### src/rtl/mc_pkg.sv
// Shared constants and types for the multicycle main controller.
//   - 4-bit state encodings (FETCH=0 .. JEX=11)
//   - supported opcode constants and a legality helper
//   - aluop / alusrcb / pcsrc select encodings
//   - ctrl_t: packed control word driven by the output decoder
package mc_pkg;

  localparam logic [3:0] S_FETCH   = 4'd0;
  localparam logic [3:0] S_DECODE  = 4'd1;
  localparam logic [3:0] S_MEMADR  = 4'd2;
  localparam logic [3:0] S_MEMRD   = 4'd3;
  localparam logic [3:0] S_MEMWB   = 4'd4;
  localparam logic [3:0] S_MEMWR   = 4'd5;
  localparam logic [3:0] S_RTYPEEX = 4'd6;
  localparam logic [3:0] S_RTYPEWB = 4'd7;
  localparam logic [3:0] S_BEQEX   = 4'd8;
  localparam logic [3:0] S_ADDIEX  = 4'd9;
  localparam logic [3:0] S_ADDIWB  = 4'd10;
  localparam logic [3:0] S_JEX     = 4'd11;

  localparam logic [5:0] OP_LW    = 6'b100011;
  localparam logic [5:0] OP_SW    = 6'b101011;
  localparam logic [5:0] OP_RTYPE = 6'b000000;
  localparam logic [5:0] OP_BEQ   = 6'b000100;
  localparam logic [5:0] OP_ADDI  = 6'b001000;
  localparam logic [5:0] OP_J     = 6'b000010;

  localparam logic [1:0] ALU_ADD   = 2'b00;
  localparam logic [1:0] ALU_SUB   = 2'b01;
  localparam logic [1:0] ALU_FUNCT = 2'b10;

  localparam logic [1:0] SRCB_REGB  = 2'b00;
  localparam logic [1:0] SRCB_FOUR  = 2'b01;
  localparam logic [1:0] SRCB_IMM   = 2'b10;
  localparam logic [1:0] SRCB_IMMSH = 2'b11;

  localparam logic [1:0] PC_ALU    = 2'b00;
  localparam logic [1:0] PC_ALUOUT = 2'b01;
  localparam logic [1:0] PC_JUMP   = 2'b10;

  typedef struct packed {
    logic       pcen;
    logic       irwrite;
    logic       memwrite;
    logic       iord;
    logic       regwrite;
    logic       regdst;
    logic       memtoreg;
    logic       alusrca;
    logic [1:0] alusrcb;
    logic [1:0] pcsrc;
    logic [1:0] aluop;
    logic       instr_done;
  } ctrl_t;

  function automatic logic is_legal_op(input logic [5:0] op);
    return (op == OP_LW) || (op == OP_SW) || (op == OP_RTYPE) ||
           (op == OP_BEQ) || (op == OP_ADDI) || (op == OP_J);
  endfunction

endpackage

### src/rtl/mc_if.sv
// Controller <-> datapath bundle.
//   slave  : the controller (consumes op/zero/mem_ready, drives controls)
//   master : the datapath or testbench side
interface mc_if;
  logic [5:0] op;
  logic       zero;
  logic       mem_ready;
  logic       pcen;
  logic       irwrite;
  logic       memwrite;
  logic       iord;
  logic       regwrite;
  logic       regdst;
  logic       memtoreg;
  logic       alusrca;
  logic [1:0] alusrcb;
  logic [1:0] pcsrc;
  logic [1:0] aluop;
  logic       instr_done;
  logic       illegal_op;
  logic [3:0] state;

  modport slave (
    input  op, zero, mem_ready,
    output pcen, irwrite, memwrite, iord, regwrite, regdst, memtoreg,
           alusrca, alusrcb, pcsrc, aluop, instr_done, illegal_op, state
  );

  modport master (
    output op, zero, mem_ready,
    input  pcen, irwrite, memwrite, iord, regwrite, regdst, memtoreg,
           alusrca, alusrcb, pcsrc, aluop, instr_done, illegal_op, state
  );
endinterface

### src/rtl/mc_outdec.sv
// Combinational state -> control-word decoder.
//   i_state     : current FSM state
//   i_op        : opcode (only used in DECODE to flag a finished illegal op)
//   i_zero      : ALU zero flag (only used in BEQEX)
//   i_mem_ready : effective memory ready (FETCH/MEMWR strobes)
//   o_ctrl      : full control word including instr_done
module mc_outdec
  import mc_pkg::*;
(
  input  logic [3:0] i_state,
  input  logic [5:0] i_op,
  input  logic       i_zero,
  input  logic       i_mem_ready,
  output ctrl_t      o_ctrl
);

  always_comb begin
    // NOTE: default the whole word first so no branch can infer a latch.
    o_ctrl = '0;
    case (i_state)
      S_FETCH: begin
        o_ctrl.alusrcb = SRCB_FOUR;
        o_ctrl.irwrite = i_mem_ready;
        o_ctrl.pcen    = i_mem_ready;
      end
      S_DECODE: begin
        // Branch target computed speculatively into ALUOut.
        o_ctrl.alusrcb    = SRCB_IMMSH;
        o_ctrl.instr_done = !is_legal_op(i_op);
      end
      S_MEMADR: begin
        o_ctrl.alusrca = 1'b1;
        o_ctrl.alusrcb = SRCB_IMM;
      end
      S_MEMRD: o_ctrl.iord = 1'b1;
      S_MEMWB: begin
        o_ctrl.memtoreg   = 1'b1;
        o_ctrl.regwrite   = 1'b1;
        o_ctrl.instr_done = 1'b1;
      end
      S_MEMWR: begin
        o_ctrl.iord       = 1'b1;
        o_ctrl.memwrite   = 1'b1;
        o_ctrl.instr_done = i_mem_ready;
      end
      S_RTYPEEX: begin
        o_ctrl.alusrca = 1'b1;
        o_ctrl.aluop   = ALU_FUNCT;
      end
      S_RTYPEWB: begin
        o_ctrl.regdst     = 1'b1;
        o_ctrl.regwrite   = 1'b1;
        o_ctrl.instr_done = 1'b1;
      end
      S_BEQEX: begin
        o_ctrl.alusrca    = 1'b1;
        o_ctrl.aluop      = ALU_SUB;
        o_ctrl.pcsrc      = PC_ALUOUT;
        o_ctrl.pcen       = i_zero;
        o_ctrl.instr_done = 1'b1;
      end
      S_ADDIEX: begin
        o_ctrl.alusrca = 1'b1;
        o_ctrl.alusrcb = SRCB_IMM;
      end
      S_ADDIWB: begin
        o_ctrl.regwrite   = 1'b1;
        o_ctrl.instr_done = 1'b1;
      end
      S_JEX: begin
        o_ctrl.pcsrc      = PC_JUMP;
        o_ctrl.pcen       = 1'b1;
        o_ctrl.instr_done = 1'b1;
      end
      default: o_ctrl = '0;
    endcase
  end

endmodule

### src/rtl/mc_controller.sv
// Multicycle main controller: steps each instruction through fetch, decode,
// execute, memory and writeback and drives all datapath controls.
//   clk, reset_n : clock, asynchronous active-low reset
//   bus (slave)  : op/zero/mem_ready in; control word, instr_done,
//                  sticky illegal_op and debug state out
//   MEM_WAIT     : 1 = stall on mem_ready, 0 = memory always ready
module mc_controller
  import mc_pkg::*;
#(
  parameter bit MEM_WAIT = 1'b1
) (
  input  logic clk,
  input  logic reset_n,
  mc_if.slave  bus
);

  logic [3:0] r_state;
  logic [3:0] w_next;
  logic       r_illegal;
  logic       w_rdy;
  ctrl_t      w_dec;
  ctrl_t      w_out;

  assign w_rdy = MEM_WAIT ? bus.mem_ready : 1'b1;

  mc_outdec u_outdec (
    .i_state     (r_state),
    .i_op        (bus.op),
    .i_zero      (bus.zero),
    .i_mem_ready (w_rdy),
    .o_ctrl      (w_dec)
  );

  always_comb begin
    w_next = r_state;
    case (r_state)
      S_FETCH:   if (w_rdy) w_next = S_DECODE;
      S_DECODE: begin
        case (bus.op)
          OP_LW, OP_SW: w_next = S_MEMADR;
          OP_RTYPE:     w_next = S_RTYPEEX;
          OP_BEQ:       w_next = S_BEQEX;
          OP_ADDI:      w_next = S_ADDIEX;
          OP_J:         w_next = S_JEX;
          default:      w_next = S_FETCH;
        endcase
      end
      S_MEMADR:  w_next = (bus.op == OP_SW) ? S_MEMWR : S_MEMRD;
      S_MEMRD:   if (w_rdy) w_next = S_MEMWB;
      S_MEMWR:   if (w_rdy) w_next = S_FETCH;
      S_RTYPEEX: w_next = S_RTYPEWB;
      S_ADDIEX:  w_next = S_ADDIWB;
      default:   w_next = S_FETCH;
    endcase
  end

  // NOTE: state uses non-blocking assignments and clears asynchronously.
  always_ff @(posedge clk or negedge reset_n) begin
    if (!reset_n) begin
      r_state   <= S_FETCH;
      r_illegal <= 1'b0;
    end else begin
      r_state <= w_next;
      if (r_state == S_DECODE && !is_legal_op(bus.op))
        r_illegal <= 1'b1;
    end
  end

  // While reset is held every control is forced low, even though FETCH
  // would otherwise present its address-path selects.
  assign w_out = reset_n ? w_dec : '0;

  assign bus.pcen       = w_out.pcen;
  assign bus.irwrite    = w_out.irwrite;
  assign bus.memwrite   = w_out.memwrite;
  assign bus.iord       = w_out.iord;
  assign bus.regwrite   = w_out.regwrite;
  assign bus.regdst     = w_out.regdst;
  assign bus.memtoreg   = w_out.memtoreg;
  assign bus.alusrca    = w_out.alusrca;
  assign bus.alusrcb    = w_out.alusrcb;
  assign bus.pcsrc      = w_out.pcsrc;
  assign bus.aluop      = w_out.aluop;
  assign bus.instr_done = w_out.instr_done;
  assign bus.illegal_op = r_illegal;
  assign bus.state      = r_state;

endmodule

### src/flat_wrapper.sv
// flat-port wrapper written by rule: the top's interface ports become plain ports
module mc_controller_flat import mc_pkg::*;
#(
  parameter bit MEM_WAIT = 1'b1
)
  (clk, reset_n, bus_op, bus_zero, bus_mem_ready, bus_pcen, bus_irwrite, bus_memwrite, bus_iord, bus_regwrite, bus_regdst, bus_memtoreg, bus_alusrca, bus_alusrcb, bus_pcsrc, bus_aluop, bus_instr_done, bus_illegal_op, bus_state);
  mc_if bus_i ();
  input  logic clk;
  input  logic reset_n;
  input wire logic [$bits(bus_i.op)-1:0] bus_op;
  input wire logic [$bits(bus_i.zero)-1:0] bus_zero;
  input wire logic [$bits(bus_i.mem_ready)-1:0] bus_mem_ready;
  output wire logic [$bits(bus_i.pcen)-1:0] bus_pcen;
  output wire logic [$bits(bus_i.irwrite)-1:0] bus_irwrite;
  output wire logic [$bits(bus_i.memwrite)-1:0] bus_memwrite;
  output wire logic [$bits(bus_i.iord)-1:0] bus_iord;
  output wire logic [$bits(bus_i.regwrite)-1:0] bus_regwrite;
  output wire logic [$bits(bus_i.regdst)-1:0] bus_regdst;
  output wire logic [$bits(bus_i.memtoreg)-1:0] bus_memtoreg;
  output wire logic [$bits(bus_i.alusrca)-1:0] bus_alusrca;
  output wire logic [$bits(bus_i.alusrcb)-1:0] bus_alusrcb;
  output wire logic [$bits(bus_i.pcsrc)-1:0] bus_pcsrc;
  output wire logic [$bits(bus_i.aluop)-1:0] bus_aluop;
  output wire logic [$bits(bus_i.instr_done)-1:0] bus_instr_done;
  output wire logic [$bits(bus_i.illegal_op)-1:0] bus_illegal_op;
  output wire logic [$bits(bus_i.state)-1:0] bus_state;
  assign bus_i.op = bus_op;
  assign bus_i.zero = bus_zero;
  assign bus_i.mem_ready = bus_mem_ready;
  assign bus_pcen = bus_i.pcen;
  assign bus_irwrite = bus_i.irwrite;
  assign bus_memwrite = bus_i.memwrite;
  assign bus_iord = bus_i.iord;
  assign bus_regwrite = bus_i.regwrite;
  assign bus_regdst = bus_i.regdst;
  assign bus_memtoreg = bus_i.memtoreg;
  assign bus_alusrca = bus_i.alusrca;
  assign bus_alusrcb = bus_i.alusrcb;
  assign bus_pcsrc = bus_i.pcsrc;
  assign bus_aluop = bus_i.aluop;
  assign bus_instr_done = bus_i.instr_done;
  assign bus_illegal_op = bus_i.illegal_op;
  assign bus_state = bus_i.state;
  mc_controller #(.MEM_WAIT(MEM_WAIT)) u_core (.clk(clk), .reset_n(reset_n), .bus(bus_i));
endmodule
### config.mk
export PLATFORM = sky130hd
export DESIGN_NAME = mc_controller_flat
export DESIGN_NICKNAME = d
export VERILOG_FILES = /design/src/rtl/mc_pkg.sv /design/src/rtl/mc_if.sv /design/src/rtl/mc_outdec.sv /design/src/rtl/mc_controller.sv /design/src/flat_wrapper.sv
export SDC_FILE = /design/constraint.sdc
export NUM_CORES = 1
export LEC_CHECK = 0
export CORE_MARGIN = 2
export CORE_UTILIZATION = 23
export DETAILED_ROUTE_END_ITERATION = 10
export GPL_TIMING_DRIVEN = 0
export PLACE_DENSITY = 0.48
export SYNTH_ARGS = -nofsm -noshare
export SYNTH_HDL_FRONTEND = slang
export SYNTH_SLANG_ARGS = --single-unit
### constraint.sdc
create_clock -name clk -period 3.3 [get_ports clk]
set_clock_uncertainty 0.2 [all_clocks]
set_input_delay 0.495 -clock clk [delete_from_list [all_inputs] [get_ports clk]]
set_output_delay 0.495 -clock clk [all_outputs]
set_load 0.02 [all_outputs]
==> impl_summary.log <==
INFO  metric num_antenna_cells = 0
INFO  metric core-area = 2760 um2
INFO  metric slew_headroom = 66.0%
INFO  metric hold_viol = 0
INFO  metric multi_input_comb_area = 477 um2
INFO  metric synth.yosys.seq_area_share = 18.7%
INFO  metric post_synth_xor_xnor_area = 3.92%
INFO  metric finalWirelength = 1.99 mm
INFO  metric critical_path_arrival = 2.33 ns
INFO  metric synth-async-reset-ratio = 100%
INFO  metric h-tree-depth = 1
INFO  metric synth_simple_gate_area_share = 39.2%
INFO  metric compound_gate_fraction_of_synth_area = 23.3%
INFO  metric post-route-worst-setup-slack = 0.278 ns
INFO  metric num_rows = 19
INFO  metric crit_type = input port to output port
INFO  metric post-route-min-period = 3.02 ns
INFO  metric clock_tree.buffer_depth = 2
INFO  metric tritoncts_buffers = 3
INFO  metric syn-cell-area = 671 um2
INFO  metric placedInstanceArea = 990 um2
INFO  metric wire_per_inst = 12.7 um
INFO  metric post_cts_buffers = 0
INFO  metric io-pin-count = 30
INFO  metric highest-signal-layer = met4
INFO  metric grt-ovfl-total = 0
INFO  metric totalPowerFinal = 0.593 mW
INFO  metric die_area = 3360 um2
INFO  metric fin_cells = 156
INFO  metric cap_violations = 0
INFO  metric fillCellCount = 319
INFO  metric clock_sink_count = 5
INFO  metric run_status = completed
INFO  metric grt_antenna_before_repair = 0
INFO  metric crit_path_max_fanout = 12
INFO  metric hold_slack = 0.257 ns
INFO  metric min_period_over_period = 91.6%
INFO  metric port-buffer-count = 28
INFO  metric place_hpwl = 1.65 mm
INFO  metric postSynth.topFlopCell = sky130_fd_sc_hd__dfrtp_1
INFO  metric portion_of_netlist_area_occupied_by_mux_cells = 2.99%
INFO  metric setup_repair_after_global_routing_missed_its_margin = false
INFO  metric worst_setup_hold_path_clk_slew = 0.04 ns
INFO  metric die-width = 58 um
INFO  metric syn-instance-count = 93
INFO  metric drt_pre_antenna_iters = 4
INFO  metric maximum_number_of_pins_on_one_net_before_global_route_repair = 13
INFO  metric drt_iter0_drc = 19
INFO  metric grt_pass1_vias = 737
INFO  metric holdBufCountCts = 0
INFO  metric synth-seq-cells = 5
INFO  metric grt_pass1_wl = 3.31 mm
INFO  metric wl_met2 = 936 um
INFO  metric place_congestion = 0.792
INFO  metric syn-mean-instance-area = 7.21 um2
INFO  metric finalSetupViolations = 0
INFO  metric synthMostInstantiatedCell = sky130_fd_sc_hd__nor2_1
INFO  metric initial_utilization = 24.3%
INFO  metric postLayoutCoreUtil = 36.8%
INFO  metric die_height = 58 um
INFO  metric drive_gt1_share = 13.6%
INFO  metric synth.net_count = 103
INFO  metric pre_cts_ws = 0.268 ns
INFO  metric regToRegSetupSlack = 1.89 ns
INFO  metric hold_wc_path_type = flip-flop to flip-flop
INFO  metric synth.area.top_cells = sky130_fd_sc_hd__dfrtp_1 19%, sky130_fd_sc_hd__nand2b_1 7.5%, sky130_fd_sc_hd__a21oi_1 6.0%, sky130_fd_sc_hd__nor3_1 6.0%, sky130_fd_sc_hd__nor2_1 5.6%
INFO  metric drc_errors = 0
INFO  metric synth_enable_flop_cells = 0
INFO  metric dr_total_vias = 797
INFO  metric route.layer.met1.wl = 894 um
INFO  metric post-route-cell-area = 1020 um2
INFO  metric tightest_slew = 0.508 ns
INFO  metric largest_family_of_logic_cells_by_synthesized_area = simple AND/OR/NAND/NOR gates
INFO  metric sequential_cell_area = 125 um2
INFO  metric via_per_inst = 5.11
INFO  metric worstSkewPairLatency = 0.24 ns
INFO  metric layout.nets = 136
INFO  metric power_density = 583 nW/um2
INFO  metric synth_top_area_share = 18.7%
INFO  metric crit_path_end_kind = output port
INFO  metric area.growth.synth_to_final = 51.5%
INFO  metric yosysWarnings = 0
INFO  metric clock_tree_from_tritoncts = done
INFO  metric track_usage = 12.7%
INFO  metric post_synth_num_cell_types = 38
INFO  metric power.leakage = 0.365 nW
INFO  metric startpoint_type = input port
INFO  metric synth.cells.most_frequent = 10 x sky130_fd_sc_hd__nor2_1, 8 x sky130_fd_sc_hd__a21oi_1, 8 x sky130_fd_sc_hd__nand2b_1, 8 x sky130_fd_sc_hd__nor3_1
INFO  metric irDropWorstVdd = 0.000328 V
INFO  metric cts_repair_resize_count = 0
INFO  metric clock-root-buffer = sky130_fd_sc_hd__clkbuf_4
INFO  metric max_slew_violation_count = 0
INFO  metric antenna_violating_nets_post_route = 0
INFO  metric synth.largest_area_cell = sky130_fd_sc_hd__dfrtp_1
INFO  metric required = 2.60 ns
INFO  metric peak_freq = 331 MHz
INFO  metric setup_tns = 0 ns
INFO  metric adder_cell_area_share_of_the_yosys_netlist = 1.68%
INFO  metric met3WireLength = 146 um
INFO  metric place_inst = 152
[cell usage in the layout (no fill, tap or decap), drive strengths merged, types with 5 or more instances in the layout]
cell,count
nand3,5
nor3,8
clkdlybuf4s50,28
dfrtp,5
buf,6
a21oi,8
nand2b,8
o21ai,5
nor2,11
nand2,5
[flip-flops by register name, summed over array words and instances, names as in the netlist]
name / cells
u_core.bus.state: 4
u_core.bus.illegal_op: 1
[path summary, 6_finish.rpt]
path,startpoint,end,cells after the start
worst max-delay path,reset_n,bus_memtoreg,4
worst min-delay path,u_core.bus.illegal_op,u_core.bus.illegal_op,1
worst max register to register,u_core.bus.state[2],u_core.bus.state[0],4
worst min register to register,u_core.bus.illegal_op,u_core.bus.illegal_op,1
max in group asynchronous,reset_n,u_core.bus.state[1],1
min in group asynchronous,reset_n,u_core.bus.state[2],1
[routing by layer]
metal	GRT usage, %	vias to the layer above
li1	-	398
met1	15.3	370
met2	22.1	27
met3	2.01	2
met4	5.98	0
met5	0	-
[where the power goes]
group | total [mW] | switching [mW] | internal (mW)
Sequential | 0.0958 | 0.0198 | 0.0760
Combinational | 0.427 | 0.237 | 0.190
Clock | 0.0694 | 0.0238 | 0.0456
[kinds of logic after synthesis]
| family | count (synthesis) |
|---|---|
| AOI/OAI and AO/OA | 24 |
| muxes | 2 |
| and+or+nand+nor | 48 |
| xor gates and xnor gates | 3 |
| DFF | 5 |
| buffers and inverters | 10 |
| adders and majority gates | 1 |
[cell type report]
class	count	share of cell area, %
sequential	5	12.3
tap	31	3.82
inverter	4	1.48
buffer	6	5.30
clock buffer	4	2.59
multi-input combinational	78	46.9
timing repair buffer	28	27.6
[worst max-delay path, stage by stage]
cell                              delay, ns
sky130_fd_sc_hd__clkdlybuf4s50_1       0.79
sky130_fd_sc_hd__nand3_1               0.24
sky130_fd_sc_hd__nor3_1                0.18
sky130_fd_sc_hd__clkdlybuf4s50_1       0.63
(Power assumes the default switching activity.)
